### src/rtl/shift_left_twice_reg.sv
// Registered shift-left-by-2 with valid tracking and discarded-bit / sign-wrap flags.
// Optional same-cycle comb_out port when SHIFT_LEFT_TWICE_COMB_EN is defined.
module shift_left_twice_reg #(
  parameter int width = 31
) (
  input  logic           clk,
  input  logic           reset,
  input  logic [width:0] shift_in,
  input  logic           in_valid,
  output logic [width:0] shift_out,
  output logic           out_valid,
  output logic           lost_bits,
  output logic           sign_change
`ifdef SHIFT_LEFT_TWICE_COMB_EN
  ,
  output logic [width:0] comb_out
`endif
);

  function automatic logic [width:0] shl2(input logic [width:0] d);
    return {d[width-2:0], 2'b00};
  endfunction

  function automatic logic lost_fn(input logic [width:0] d);
    return |d[width:width-1];
  endfunction

  // Sign bit after the shift comes from d[width-2]; a mismatch means the signed value wrapped.
  function automatic logic sign_fn(input logic [width:0] d);
    return d[width] ^ d[width-2];
  endfunction

  logic [width:0] shifted_s;
  logic           lost_s;
  logic           sign_s;

  logic [width:0] shift_out_r;
  logic           out_valid_r;
  logic           lost_bits_r;
  logic           sign_change_r;

  // Next-value datapath shared by the registers and the optional combinational port.
  always_comb begin
    shifted_s = shl2(shift_in);
    lost_s    = lost_fn(shift_in);
    sign_s    = sign_fn(shift_in);
  end

  // Output registers: data and flags hold while idle, valid drops.
  always_ff @(posedge clk) begin
    if (reset) begin
      shift_out_r   <= '0;
      out_valid_r   <= 1'b0;
      lost_bits_r   <= 1'b0;
      sign_change_r <= 1'b0;
    end else if (in_valid) begin
      shift_out_r   <= shifted_s;
      out_valid_r   <= 1'b1;
      lost_bits_r   <= lost_s;
      sign_change_r <= sign_s;
    end else begin
      out_valid_r   <= 1'b0;
    end
  end

  assign shift_out   = shift_out_r;
  assign out_valid   = out_valid_r;
  assign lost_bits   = lost_bits_r;
  assign sign_change = sign_change_r;

`ifdef SHIFT_LEFT_TWICE_COMB_EN
  assign comb_out = shifted_s;
`endif

endmodule

### config.mk
export PLATFORM = sky130hd
export DESIGN_NAME = shift_left_twice_reg
export DESIGN_NICKNAME = d
export VERILOG_FILES = /design/src/rtl/shift_left_twice_reg.sv
export SDC_FILE = /design/constraint.sdc
export NUM_CORES = 1
export LEC_CHECK = 0
export CAP_MARGIN = 20
export CORE_UTILIZATION = 34
export CTS_CLUSTER_DIAMETER = 200
export DETAILED_ROUTE_END_ITERATION = 7
export GPL_TIMING_DRIVEN = 0
export PLACE_DENSITY = 0.76
export SLEW_MARGIN = 20
export SYNTH_ARGS = -nofsm -noshare
export SYNTH_HDL_FRONTEND = slang
export SYNTH_SLANG_ARGS = --single-unit
### constraint.sdc
create_clock -name clk -period 0.9 [get_ports clk]
set_input_delay 0.225 -clock clk [delete_from_list [all_inputs] [get_ports clk]]
set_output_delay 0.225 -clock clk [all_outputs]
set_load 0.02 [all_outputs]
==> flow_summary.yaml <==
synth:
  synth_largest_area_cell: "dfxtp_1"
  synth_top_area_share_pct: 53.8
  yosysWarningCount: 0
  ys_top_cells_by_area: "dfxtp_1, mux2i_1, nor2_1, buf_12, buf_2"
  yosysSeqAreaShare_pct: 53.8
  avgSynthCellArea_um2: 11.1
  syn_area_um2: 1230
  synth_seq_cells: 33
  synth_cell_types: 13
  netlist_instances: 111
placement:
  place.gp.congestion: 0.659
  port_buffers: 65
  dp_hpwl_mm: 2.10
final_layout:
  antenna_cells: 0
  area_growth_pct: 70.7
  fin_nets: 222
  fillers: 288
  drive_above_1_share_pct: 46.3
worst_setup_path:
  path_class: "reg -> out"
  reg2reg_from: "shift_out[22]"
  cpLargestDelayFamily: "flip-flops"
  cp_cell_sequence: "buf_6"
  reg2regPathDepth: 3
  slowest_stage: "dfxtp_2"
  r2r_setup_slack_ns: 0.16
  worstPathRequired_ns: 0.67
  r2r-end: "shift_out[22]"
  critPathLaunchType: "flop"
  cp.buffers_inverters: 1
  crit_fanout: 2
  endpoint_kind: "output port"
  arrival_ns: 0.79
  worst_path_largest_cell_delay_ns: 0.36
floorplan:
  initial_core_util_pct: 36.2
  fp.dieArea_um2: 3860
  die-width_um: 62.1
  ios: 70
  rows: 21
  die_h_um: 62.1
  core_um2: 3390
sta:
  post-route-period-util_pct: 113
  clock_skew_ns: 0
  slew_viol_final: 0
  holdWs_ns: 0.192
  setup_slack_ns: -0.119
  post-route-min-period_ns: 1.02
  fmax_mhz: 981
  rsz0062_at_grt: "true"
  setup_viol: 33
  hold_viol: 0
hold_path:
  holdPathEnd: "out_valid"
  whs_path_depth: 2
  hold_path_class: "in -> reg"
  worstHoldStart: "reset"
run:
  cap_violations: 0
status:
  violations: "setup timing"
  outcome: "finished with violations"
route:
  via_per_inst: 4.35
  ant_nets: 0
  drc_errors: 0
  drtIter0Drc: 22
  wl_met1_mm: 1.10
  routed.top_layer: "met4"
  drtPass1Iterations: 2
  met3_length_um: 195
  wl_mm: 2.76
  via_count: 1017
  wl_per_cell_um: 11.8
  wl_met2_mm: 1.42
clock_tree:
  clk_pin_slew_ns: 0.10
  h-tree-depth: 2
  cts_hold_buffers: 0
  numCtsBuffers: 5
  clk_path_buf_depth: 2
  cts_tree: "built"
  cts_root_buffer: "clkbuf_4"
  clock_latency_ns: 0.32
  cts.sinks: 33
global_route:
  antenna_found_initial: 0
  track_usage_pct: 15.9
  grt_pass1_wl_mm: 4.73
  grt_max_degree: 11
  grt_overflow_total: 0
  grt_pass1_vias: 1024
pwr:
  power_density_nw_per_um2: 1470
  p_total_w: 0.00309
  p_leak_nw: 0.967
  ir_drop_uv: 746
-- per-layer routing --
| layer | track usage [%] | vias to the layer above |
|---|---|---|
| met3 | 6.62 | 5 |
| met5 | 0 | - |
| met1 | 16.3 | 460 |
| met4 | 6.98 | 0 |
| li1 | - | 509 |
| met2 | 28.3 | 43 |
-- registers in the layout, summed over array words and instances (netlist names) --
name         flops
lost_bits        1
out_valid        1
shift_out       30
sign_change      1
-- cell families after synthesis --
group	count (synthesis)	synth area share, %
flip-flops	33	53.8
buffers and inverters	10	8.55
AO/OA/AOI/OAI	2	1.22
XOR/XNOR	1	0.713
AND/OR/NAND/NOR	34	11.0
multiplexers	30	24.4
other	1	0.305
-- worst max path at each step --
stage | from | end | slack (ns) | depth (start not counted)
floorplan | in_valid | shift_out[2] | 0.05 | 4
global placement | sign_change | sign_change | -0.25 | 1
detailed placement | lost_bits | lost_bits | -0.26 | 1
CTS | lost_bits | lost_bits | -0.14 | 1
global route | shift_out[28] | shift_out[28] | -0.17 | 1
finish | shift_out[7] | shift_out[7] | -0.12 | 1
-- placed cells by master (no fill, tap or decap) --
cell	instances
buf_6	34
dfxtp_2	33
clkdlybuf4s50_1	32
nor2_1	31
mux2i_1	30
buf_4	5
clkbuf_4	5
buf_2	3
buf_12	3
clkbuf_1	2
nor2_2	2
a211oi_1	2
conb_1	2
clkinv_2	2
nor2b_1	1
xnor2_1	1
-- timing repair --
action	4_1_cts	5_1_grt
gates resized for setup	231	0
pin swaps	0	0
buffers inserted	2	1
setup endpoints to repair	33	33
endpoints found under the hold margin	0	0
-- cell type report --
cell class / count / area (um^2) / area share [%]
tap: 46 / 57.6 / 2.74
clock inverter: 2 / 10.0 / 0.477
timing repair buffer: 68 / 714 / 34.1
clock buffer: 6 / 41.3 / 1.97
buffer: 10 / 105 / 5.01
multi-input combinational: 69 / 467 / 22.3
sequential: 33 / 702 / 33.5
-- report_power, final --
group / switching (W) / internal [W]
sequential: 0.0000606 / 0.00157
clock: 0.000458 / 0.000297
combinational: 0.000291 / 0.000416
-- stage by stage --
| stage | utilization, % | TNS (ns) | instances | worst slack [ns] | instance area (um^2) |
|---|---|---|---|---|---|
| after floorplan | - | 0 | 112 | 0.0480 | 1230 |
| after global placement | 57.3 | -8.81 | 223 | -0.247 | 1940 |
| after detailed placement | 57.3 | -9.69 | 223 | -0.263 | 1940 |
| after CTS | 61.6 | -4.11 | 233 | -0.135 | 2090 |
| after global routing | 61.9 | -5.06 | 234 | -0.173 | 2100 |
| final | 61.9 | -3.41 | 234 | -0.119 | 2100 |
-- cells in the mapped netlist --
| cell type | number |
|---|---|
| dfxtp_1 | 33 |
| nor2b_1 | 1 |
| a211oi_1 | 2 |
| conb_1 | 1 |
| xnor2_1 | 1 |
| buf_6 | 1 |
| buf_12 | 3 |
| nor2_1 | 31 |
| buf_2 | 3 |
| buf_4 | 2 |
| clkbuf_1 | 1 |
| mux2i_1 | 30 |
| nor2_2 | 2 |
No activity file was read; power rests on OpenSTA's default activity.
